File: config.mk
export PLATFORM = sky130hd
export DESIGN_NAME = uart_tx_feeder
export DESIGN_NICKNAME = d
export VERILOG_FILES = /design/src/rtl/uart_pkg.sv /design/src/rtl/uart_tx_fifo.sv /design/src/rtl/uart_tx_feeder.sv
export SDC_FILE = /design/constraint.sdc
export NUM_CORES = 1
export LEC_CHECK = 0
export CAP_MARGIN = 30
export CELL_PAD_IN_SITES_DETAIL_PLACEMENT = 1
export CELL_PAD_IN_SITES_GLOBAL_PLACEMENT = 1
export CORE_AREA = 2 2 96 98
export DETAILED_ROUTE_END_ITERATION = 16
export DIE_AREA = 0 0 98 100
export PLACE_DENSITY_LB_ADDON = 0.3
export SYNTH_ARGS = -nofsm -noshare
export SYNTH_HDL_FRONTEND = slang
export SYNTH_SLANG_ARGS = --single-unit
File: constraint.sdc
create_clock -name CLK -period 3.9 [get_ports CLK]
set_input_delay 0.975 -clock CLK [delete_from_list [all_inputs] [get_ports CLK]]
set_output_delay 0.975 -clock CLK [all_outputs]
set_load 0.005 [all_outputs]
File: src/rtl/uart_pkg.sv
// Shared constants for the UART TX feeder: FSM encodings, WAIT_BUSY timeout and default sizing.
package uart_pkg;

  localparam int unsigned DEFAULT_DATA_WIDTH = 8;
  localparam int unsigned DEFAULT_DEPTH      = 8;

  localparam logic [1:0] ST_IDLE      = 2'b00;
  localparam logic [1:0] ST_WAIT_BUSY = 2'b01;
  localparam logic [1:0] ST_WAIT_DONE = 2'b10;

  // Cycles of Busy=0 tolerated in WAIT_BUSY before the byte is treated as consumed
  localparam int unsigned WAIT_BUSY_TIMEOUT = 2;
  localparam int unsigned WAIT_CNT_W        = $clog2(WAIT_BUSY_TIMEOUT + 1);

endpackage

File: src/rtl/uart_tx_fifo.sv
// Synchronous byte FIFO with wrap-bit pointers, pointer-derived FULL/EMPTY and a combinational head read.
module uart_tx_fifo
  import uart_pkg::*;
#(
  parameter int unsigned DATA_WIDTH = DEFAULT_DATA_WIDTH,
  parameter int unsigned DEPTH      = DEFAULT_DEPTH
) (
  input  logic                  clk,
  input  logic                  rst_n,
  input  logic [DATA_WIDTH-1:0] wr_data,
  input  logic                  wr_en,
  input  logic                  rd_en,
  output logic                  full,
  output logic                  empty,
  output logic [DATA_WIDTH-1:0] head
);

  localparam int unsigned AW = $clog2(DEPTH);
  localparam int unsigned PW = AW + 1;

  logic [DATA_WIDTH-1:0] mem [DEPTH];
  logic [PW-1:0]         wr_ptr_q;
  logic [PW-1:0]         rd_ptr_q;
  logic                  wr_ok;
  logic                  rd_ok;

  assign full  = (wr_ptr_q[AW-1:0] == rd_ptr_q[AW-1:0]) && (wr_ptr_q[AW] != rd_ptr_q[AW]);
  assign empty = (wr_ptr_q == rd_ptr_q);
  assign wr_ok = wr_en && !full;
  assign rd_ok = rd_en && !empty;
  assign head  = mem[rd_ptr_q[AW-1:0]];

  // Storage is not reset; reset only flushes by zeroing the pointers
  always_ff @(posedge clk) begin
    if (wr_ok) begin
      mem[wr_ptr_q[AW-1:0]] <= wr_data;
    end
  end

  always_ff @(posedge clk or negedge rst_n) begin
    if (!rst_n) begin
      wr_ptr_q <= '0;
      rd_ptr_q <= '0;
    end else begin
      if (wr_ok) wr_ptr_q <= wr_ptr_q + PW'(1);
      if (rd_ok) rd_ptr_q <= rd_ptr_q + PW'(1);
    end
  end

endmodule

File: src/rtl/uart_tx_feeder.sv
// Buffers system bytes and launches them into the UART transmitter, paced by its Busy output.
// Optional sticky overflow flag OVF when UART_TX_FEEDER_OVF_EN is defined.
module uart_tx_feeder
  import uart_pkg::*;
#(
  parameter int unsigned DATA_WIDTH = DEFAULT_DATA_WIDTH,
  parameter int unsigned DEPTH      = DEFAULT_DEPTH
) (
  input  logic                  CLK,
  input  logic                  RST,
  input  logic [DATA_WIDTH-1:0] WR_DATA,
  input  logic                  WR_EN,
  output logic                  FULL,
  output logic                  EMPTY,
  input  logic                  Busy,
  output logic [DATA_WIDTH-1:0] TX_P_DATA,
  output logic                  TX_DATA_VALID
`ifdef UART_TX_FEEDER_OVF_EN
  ,
  output logic                  OVF
`endif
);

  logic [1:0]            state_q;
  logic [1:0]            state_d;
  logic [WAIT_CNT_W-1:0] wait_cnt_q;
  logic [WAIT_CNT_W-1:0] wait_cnt_d;
  logic                  launch_c;
  logic [DATA_WIDTH-1:0] head;

  uart_tx_fifo #(
    .DATA_WIDTH(DATA_WIDTH),
    .DEPTH     (DEPTH)
  ) u_fifo (
    .clk    (CLK),
    .rst_n  (RST),
    .wr_data(WR_DATA),
    .wr_en  (WR_EN),
    .rd_en  (launch_c),
    .full   (FULL),
    .empty  (EMPTY),
    .head   (head)
  );

  // Launch sequencing; the WAIT_BUSY timeout keeps a silent transmitter from stalling the queue
  always_comb begin
    state_d    = state_q;
    wait_cnt_d = wait_cnt_q;
    launch_c   = 1'b0;
    case (state_q)
      ST_IDLE: begin
        if (!EMPTY && !Busy) begin
          launch_c   = 1'b1;
          wait_cnt_d = '0;
          state_d    = ST_WAIT_BUSY;
        end
      end
      ST_WAIT_BUSY: begin
        if (Busy) begin
          state_d = ST_WAIT_DONE;
        end else if (wait_cnt_q == WAIT_CNT_W'(WAIT_BUSY_TIMEOUT - 1)) begin
          state_d = ST_IDLE;
        end else begin
          wait_cnt_d = wait_cnt_q + WAIT_CNT_W'(1);
        end
      end
      ST_WAIT_DONE: begin
        if (!Busy) state_d = ST_IDLE;
      end
      default: state_d = ST_IDLE;
    endcase
  end

  always_ff @(posedge CLK or negedge RST) begin
    if (!RST) begin
      state_q       <= ST_IDLE;
      wait_cnt_q    <= '0;
      TX_DATA_VALID <= 1'b0;
      TX_P_DATA     <= '0;
    end else begin
      state_q       <= state_d;
      wait_cnt_q    <= wait_cnt_d;
      TX_DATA_VALID <= launch_c;
      if (launch_c) TX_P_DATA <= head;
    end
  end

`ifdef UART_TX_FEEDER_OVF_EN
  // Sticky until reset: any write attempted while the queue was already full
  always_ff @(posedge CLK or negedge RST) begin
    if (!RST) begin
      OVF <= 1'b0;
    end else if (WR_EN && FULL) begin
      OVF <= 1'b1;
    end
  end
`endif

endmodule

==> results of run 1 <==
[synth_stat cells, types with 2 or more instances]
cell type	count	share of area, %
buf_2	2	0.29
buf_6	2	0.66
dfrtp_1	21	15
edfxtp_1	64	56
ha_1	3	1.1
inv_1	3	0.33
mux2_1	7	2.3
mux2_2	11	3.6
mux4_2	16	11
nand2_1	4	0.44
nand2b_1	3	0.55
nor2_1	7	0.77
nor3_1	3	0.44
or2_2	2	0.37
xnor2_1	4	1.0
xor2_1	5	1.3
xor2_2	2	0.95
[state kept, by name (all words and copies together), names as in the netlist]
signal and cells:
u_fifo.mem 64, TX_P_DATA 8, u_fifo.rd_ptr_q 4, u_fifo.wr_ptr_q 4, state_q 2, wait_cnt_q 2, TX_DATA_VALID 1
[cell type report]
| class | count | share of cell area (%) |
|---|---|---|
| clock buffer | 10 | 3.152 |
| tap | 111 | 3.430 |
| timing repair buffer | 33 | 7.478 |
| sequential | 85 | 60.45 |
| multi-input combinational | 78 | 22.37 |
| clock inverter | 6 | 2.750 |
| inverter | 4 | 0.3708 |
[critical path: cells and delay by family (launching register included)]
family                 cells  cell delay, ns
AND/OR/NAND/NOR            1            0.37
flip-flops                 1            0.37
XOR/XNOR                   1            0.23
buffers and inverters      2            0.77
[report_power, final]
part | switching (mW) | leakage, nW | total (mW) | internal, mW
sequential | 0.113 | 0.834 | 1.31 | 1.20
clock | 0.313 | 0.116 | 0.739 | 0.426
combinational | 0.489 | 0.462 | 1.05 | 0.557
total | 0.916 | 1.41 | 3.10 | 2.18
[through the flow]
| step | util [%] | instance area, um^2 | hold WS, ns |
|---|---|---|---|
| floorplan | - | 3416 | 0.4617 |
| global placement | 42.86 | 3810 | 0.4697 |
| detailed placement | 42.86 | 3810 | 0.4779 |
| CTS | 45.55 | 4049 | 0.4931 |
| global route | 45.55 | 4049 | 0.5167 |
| finish | 45.55 | 4049 | 0.4907 |
[cell usage in the layout (no fill, tap or decap), types with 5 or more instances in the layout]
cell	Yosys	layout
edfxtp_1	64	64
clkdlybuf4s50_1	0	22
dfrtp_1	21	21
mux4_2	16	16
mux2_2	11	11
buf_4	1	11
clkbuf_8	0	9
nor2_1	7	7
mux2_1	7	7
xor2_1	5	5
[layer usage]
layer | up-vias | wire, um | GRT usage [%]
met1 | 913 | 2977 | 18.71
met2 | 27 | 3394 | 25.03
met3 | 9 | 206 | 4.039
li1 | 751 | - | -
met4 | 0 | 76 | 4.167
met5 | - | 0 | 0
[kinds of logic (layout without fill, tap and decap cells)]
logic type / Yosys count / in the layout / synth area share, %
DFF: 85 / 85 / 71.65
muxes: 34 / 34 / 16.48
and+or+nand+nor: 27 / 27 / 4.872
xor gates and xnor gates: 11 / 11 / 3.260
buffers and inverters: 11 / 53 / 1.831
adders and majority gates: 3 / 3 / 1.099
AOI/OAI and AO/OA: 3 / 3 / 0.8060
[worst paths after layout]
kind | to | slack [ns] | depth (start not counted)
worst max register to register | u_fifo.mem[5][0]$_DFFE_PP_ | 1.45 | 5
worst min register to register | TX_P_DATA[2]$_DFFE_PN0P_ | 0.49 | 1
max in group asynchronous | TX_P_DATA[4]$_DFFE_PN0P_ | 2.65 | 2
worst max-delay path | EMPTY | 0.84 | 4
min in group asynchronous | state_q[1]$_DFFE_PN0P_ | 0.98 | 2
worst min-delay path | TX_P_DATA[2]$_DFFE_PN0P_ | 0.49 | 1
==> qor.yml, run 1 <==
cells_and_area:
  nets: 226
  multi_input_comb_area_um2: 905.9
  ff_latch_area_um2: 2447
  area_delta_synth_final_pct: 18.53
  finalNonFillerCells: 327
  nFillCells: 837
  drive_above_1_share_pct: 28.24
  antenna_cells: 0
timing:
  fin_crit_ns: 3.063
  slew_headroom_pct: 48.76
  worst_slack_ns: 0.8375
  worstMarginPinSlew_ns: 0.7658
  max_freq_ghz: 0.3265
  post-route-period-util_pct: 78.53
  final_max_slew_viol_count: 0
  hold_viol: 0
  rsz0062_at_grt: "no"
  tns_ns: 0
  clock_skew_ns: 0.01071
  setup_viol: 0
worst_setup_path:
  regToRegStartpoint: "u_fifo.rd_ptr_q[2]$_DFFE_PN0P_"
  end_kind: "primary output"
  path_cells: "buf_4 -> xor2_1 -> nor4b_4 -> clkdlybuf4s50_1"
  cp_slowest_cell: "clkdlybuf4s50_1"
  critical_path.max_stage_delay_ns: 0.57
  crit_path_start_kind: "flop"
  path_max_fanout: 11
  worstPathRequired_ns: 2.92
  critPathKind: "reg2out"
  worstSetupStartpoint: "u_fifo.rd_ptr_q[2]$_DFFE_PN0P_"
  cp.arrival_ns: 2.09
placement:
  place_ws_ns: 0.9833
  dp.cells: 311
  hpwlAfterDp_um: 4282
  port_buffers: 22
  place_congestion: 0.6567
power_and_ir_drop:
  leakagePower_nw: 1.412
  power.density_nw_per_um2: 764.8
  power_mw: 3.096
  ir_drop_mv: 0.2923
job:
  maxCapViolations: 0
drt:
  via_per_inst: 5.199
  routed_wl_um: 6654
  wire_per_inst_um: 20.35
  drt_pre_antenna_iters: 4
  ant_nets: 0
  vias: 1700
  drc: 0
  drt-initial-drc-count: 97
global_route:
  grt-ovfl-total: 0
  antenna_found_initial: 0
  grt_pass1_wl_um: 10560
  grt_usage_pct: 14.72
  grt_max_degree: 22
  grt_pass1_vias: 1826
clock_tree:
  cts.clk_slew.worst_paths_ns: 0.09
  cts.sinks: 85
  hold_buffers: 0
  root_buffer: "clkbuf_8"
  worst_skew_pair.late_latency_ns: 0.35
  cts_setup_buffers: 0
  numCtsBuffers: 9
  cts_tree: "yes"
  cts_buffer_depth: 2
  cts_max_level: 3
  ctsResizeCount: 0
min_path:
  hp-start: "TX_P_DATA[2]$_DFFE_PN0P_"
  hold_class: "reg2reg"
die:
  chipWidth_um: 98
  design.core.area_um2: 8890
  die_height_um: 100
  pin_count: 23
  start_util_pct: 38.42
  rows: 35
  die-area_um2: 9800
yosys:
  synth_edf_count: 64
  syn_inst: 174
  synth_cell_types: 32
  synth_area_um2: 3416
  synthArstFlopShare_pct: 24.71
  ys_seq_area_share_pct: 71.65
  synth_flop_cell: "edfxtp_1"
  ys_seq_elements: 85
  syn_nets: 189
  yosysWarnings: 0
  syn_area_per_cell_um2: 19.63
outcome:
  status: "completed"
(Power assumes the default switching activity.)
==> run 2, diff against run 1 <==
clock period = 3.2 ns   (was 3.9 ns; I/O delays follow)
==> qor.yml, run 2 (synthesis results as in run 1) <==
outcome:
  status: "completed"
worst_setup_path:
  worstPathRequired_ns: 2.40  # -0.52 ns
  end_kind: "primary output"
  cp.arrival_ns: 2.06  # -0.03 ns
  critPathKind: "reg2out"
  path_max_fanout: 8  # -3
  crit_path_start_kind: "flop"
  r2r_slack_ns: 1.05  # -0.40 ns
drt:
  wl_met1_um: 3029  # +1.7%
  routed_wl_um: 6518  # -2.0%
  drt_pre_antenna_iters: 4  # unchanged
  vias: 1662  # -2.2%
  drt-initial-drc-count: 78  # -20%
  wire_per_inst_um: 19.75  # -2.9%
  via_per_inst: 5.036  # -3.1%
  top_layer: "met4"
  ant_nets: 0  # unchanged
  wl_met2_um: 3183  # -6.2%
  met3_length_um: 184  # -11%
  drc: 0  # unchanged
die:
  die_height_um: 100  # unchanged
  rows: 35  # unchanged
  die-area_um2: 9800  # unchanged
  design.core.area_um2: 8890  # unchanged
  pin_count: 23  # unchanged
  chipWidth_um: 98  # unchanged
  start_util_pct: 38.42  # unchanged
min_path:
  hold_class: "reg2reg"
cells_and_area:
  antenna_cells: 0  # unchanged
  area_delta_synth_final_pct: 19.01
  finalNonFillerCells: 330  # +0.92%
  largest_register_ffs: 64  # unchanged
  drive_above_1_share_pct: 29.68  # +1.4 points
  nFillCells: 847  # +1.2%
  final_common_cell: "edfxtp_1"
  nets: 229  # +1.3%
  final_cell_mix: "edfxtp_1 (64), clkdlybuf4s50_1 (22), dfrtp_1 (21)"
  final_util_pct: 45.73  # +0.18 points
timing:
  tns_ns: 0  # unchanged
  worstMarginPinSlew_ns: 0.6245  # -0.1413 ns
  setup_viol: 0  # unchanged
  clock_skew_ns: 0.007542  # -0.003172 ns
  fin_crit_ns: 2.858
  post-route-period-util_pct: 89.32
  hold_viol: 0  # unchanged
  hold_slack_ns: 0.4891  # -0.001572 ns
  max_freq_ghz: 0.3498
  slew_headroom_pct: 57.91  # +9.2 points
  rsz0062_at_grt: "no"
  final_max_slew_viol_count: 0  # unchanged
power_and_ir_drop:
  leakagePower_nw: 1.429  # +1.2%
  p_sw_share_pct: 30.14  # +0.57 points
  p_comb_share_pct: 34.2  # +0.4 points
  seq_power_share_pct: 42.9  # +0.5 points
  internal-power_mw: 2.617  # +20%
  power.share.clock_pct: 22.9  # -1.0 points
  ir_drop_mv: 0.2963  # +1.4%
  power_mw: 3.746  # +21%
  power.density_nw_per_um2: 921.6  # +21%
  power.switching_mw: 1.129  # +23%
clock_tree:
  cts.clk_slew.worst_paths_ns: 0.09  # about the same
  cts.sinks: 85  # unchanged
  cts_tree: "yes"
  cts_buffer_depth: 2  # unchanged
  root_buffer: "clkbuf_8"
  ctsResizeCount: 0  # unchanged
  hold_buffers: 0  # unchanged
  numCtsBuffers: 9  # unchanged
  cts_setup_buffers: 0  # unchanged
  worst_skew_pair.late_latency_ns: 0.35  # about the same
  cts_max_level: 3  # unchanged
placement:
  port_buffers: 22  # unchanged
  place_congestion: 0.6895  # +5.0%
  hpwlAfterDp_um: 4119  # -3.8%
  dp.cells: 314  # +0.96%
job:
  maxCapViolations: 0  # unchanged
global_route:
  grt-ovfl-total: 0  # unchanged
  grt_pass1_wl_um: 10340  # -2.1%
  grt_max_degree: 22  # unchanged
  antenna_found_initial: 0  # unchanged
  grt_pass1_vias: 1812  # -0.77%
  grt_usage_pct: 14.65  # -0.067 points
[run 2: area by class of cell]
type                       instances  area, um^2  area share, %
tap                              111       138.9          3.416
multi-input combinational         78       905.9          22.28
inverter                           4       15.01         0.3693
timing repair buffer              36       325.3          8.002
sequential                        85        2447          60.20
clock buffer                      10       137.6          3.386
clock inverter                     6       95.09          2.339
[run 2: path summary, 6_finish.rpt]
| check | from | endpoint | cells after the start |
|---|---|---|---|
| worst min-delay path | u_fifo.rd_ptr_q[3]$_DFFE_PN0P_ | u_fifo.rd_ptr_q[3]$_DFFE_PN0P_ | 1 |
| max in group asynchronous | RST | TX_P_DATA[1]$_DFFE_PN0P_ | 2 |
| min in group asynchronous | RST | u_fifo.rd_ptr_q[0]$_DFFE_PN0P_ | 2 |
| worst max register to register | u_fifo.wr_ptr_q[0]$_DFFE_PN0P_ | u_fifo.mem[0][0]$_DFFE_PP_ | 5 |
| worst min register to register | u_fifo.rd_ptr_q[3]$_DFFE_PN0P_ | u_fifo.rd_ptr_q[3]$_DFFE_PN0P_ | 1 |
| worst max-delay path | u_fifo.wr_ptr_q[0]$_DFFE_PN0P_ | EMPTY | 3 |
[run 2: power by group through the flow]
stage	Combinational (mW)	Sequential (mW)	Clock, mW
after CTS	1.32	1.61	0.884
after floorplan	0.915	1.58	0
final	1.28	1.61	0.859
after global placement	1.28	1.63	0
after detailed placement	1.31	1.64	0
after global routing	1.41	1.64	0.928
[run 2: per-layer routing]
metal,up-vias,track usage (%)
met5,-,0
met4,0,6.410
met3,10,2.994
met2,23,23.55
met1,876,19.53
li1,753,-
[run 2: stage by stage]
| step | area, um^2 | setup slack, ns |
|---|---|---|
| after floorplan | 3416 | 0.9575 |
| after global placement | 3832 | 0.7202 |
| after detailed placement | 3832 | 0.6914 |
| after CTS | 4065 | 0.3109 |
| after global routing | 4065 | 0.2115 |
| final | 4065 | 0.3416 |
[run 2: worst max-delay path, cell delays in order (launching register included)]
cell	delay (ns)
dfrtp_1	0.50
xor2_2	0.23
nor4b_4	0.41
clkdlybuf4s50_1	0.57
==> RTL change (config.mk and constraints of run 2) <==
Build with the macro `UART_TX_FEEDER_OVF_EN` defined.
--- a/src/rtl/uart_tx_feeder.sv
+++ b/src/rtl/uart_tx_feeder.sv
@@ -2,2 +2,4 @@
 // Optional sticky overflow flag OVF when UART_TX_FEEDER_OVF_EN is defined.
+`define UART_TX_FEEDER_OVF_EN
+
 module uart_tx_feeder
Behaviour (old outputs only; new: OVF): unchanged (Yosys induction, for registers that start in step).
==> RTL change against run 2 <==
  * Sequential cell count up 1
  * Largest power group unchanged
  * Setup slack improved by 41 ps
  * Design area increased by 1.0%
  * First-iteration DRC count shrank 47%
  * Synthesized cell count up 1.7%
  * Total power rose by 0.96%
  * Cell count increased by 1.5%
  * Synthesized area grew 1.1%
  * Count of clock-buffer cells in the layout fell by 1
  * Routed wire length grew 0.34%
==> RTL change: results (changes against run 2) <==
Finish
  – Final Core Density: 46.2% (+0.46 points)
  – #MultiIn Comb: 80 (+2.6%)
  – Non-clock buffer share of cell area: 8.35% (+0.35 points)
  – Fraction of area in multi-input gates: 22.4% (+0.081 points)
  – Seq_cells: 86 (+1.2%)

Synth
  – Mux share of post-synthesis cell area: 16.4% (-0.070 points)
  – Compound-gate portion of the synthesized area: 0.797% (-0.0088 points)
  – Area contributors post-synth: edfxtp_1 (56%), dfrtp_1 (16%), mux4_2 (9.8%)
  – Top cells by count, synth: edfxtp_1 (64), dfrtp_1 (22), mux2_2 (18)
  – Avg Inst Size Synth: 19.5 µm² (-0.61%)
  – Adder and majority gate portion of the synthesized area: 1.09% (-0.012 points)
  – Register area share after synthesis: 71.6% (about the same)
  – Post-synthesis cell type count: 31 (-3.1%)

Global route
  – Vias in the first global route: 1858 (+2.5%)
  – Largest net degree at the start of global routing: 23 (+4.5%)
  – GR met2 Demand/Resource: 25.0% (+1.4 points)
  – Total global-route track usage: 14.7% (+0.087 points)

Outcome
  – Status: finished, final reports clean

STA
  – Setup ws final: 383 ps (+41.3 ps)
  – Worst-Margin Slew: 884 ps (+259 ps)

Setup path
  – CP Data Arrival Time: 2020 ps (-40 ps)
  – Max Fanout on Critical Path: 7 (-1)

Route
  – Met1 WL: 2.86 mm (-5.6%)
  – Via Count: 1688 (+1.6%)
  – Met3 routed wirelength: 210 µm (+14%)

Placed design
  – Pre-CTS setup slack: 609 ps (-82.6 ps)
==> RTL change: critical path, delay by kind of cell (launching register included) <==
kind,cells,cell delay (ps)
flops,1,500
simple gates,1,390
buf+inv,1,560
xor+xnor,1,220
==> RTL change: how the worst min path moves through the flow <==
stage,to,slack (ps),from
after floorplan,OVF$_DFFE_PN0P_,450,OVF$_DFFE_PN0P_
after global placement,OVF$_DFFE_PN0P_,440,OVF$_DFFE_PN0P_
after detailed placement,u_fifo.rd_ptr_q[3]$_DFFE_PN0P_,480,u_fifo.rd_ptr_q[3]$_DFFE_PN0P_
after CTS,u_fifo.wr_ptr_q[3]$_DFFE_PN0P_,500,u_fifo.wr_ptr_q[3]$_DFFE_PN0P_
after global routing,OVF$_DFFE_PN0P_,510,OVF$_DFFE_PN0P_
final,u_fifo.rd_ptr_q[3]$_DFFE_PN0P_,490,u_fifo.rd_ptr_q[3]$_DFFE_PN0P_
==> RTL change: power by group <==
part           switching (µW)  internal, µW
Sequential                158          1470
Combinational             584           718
Clock                     404           443
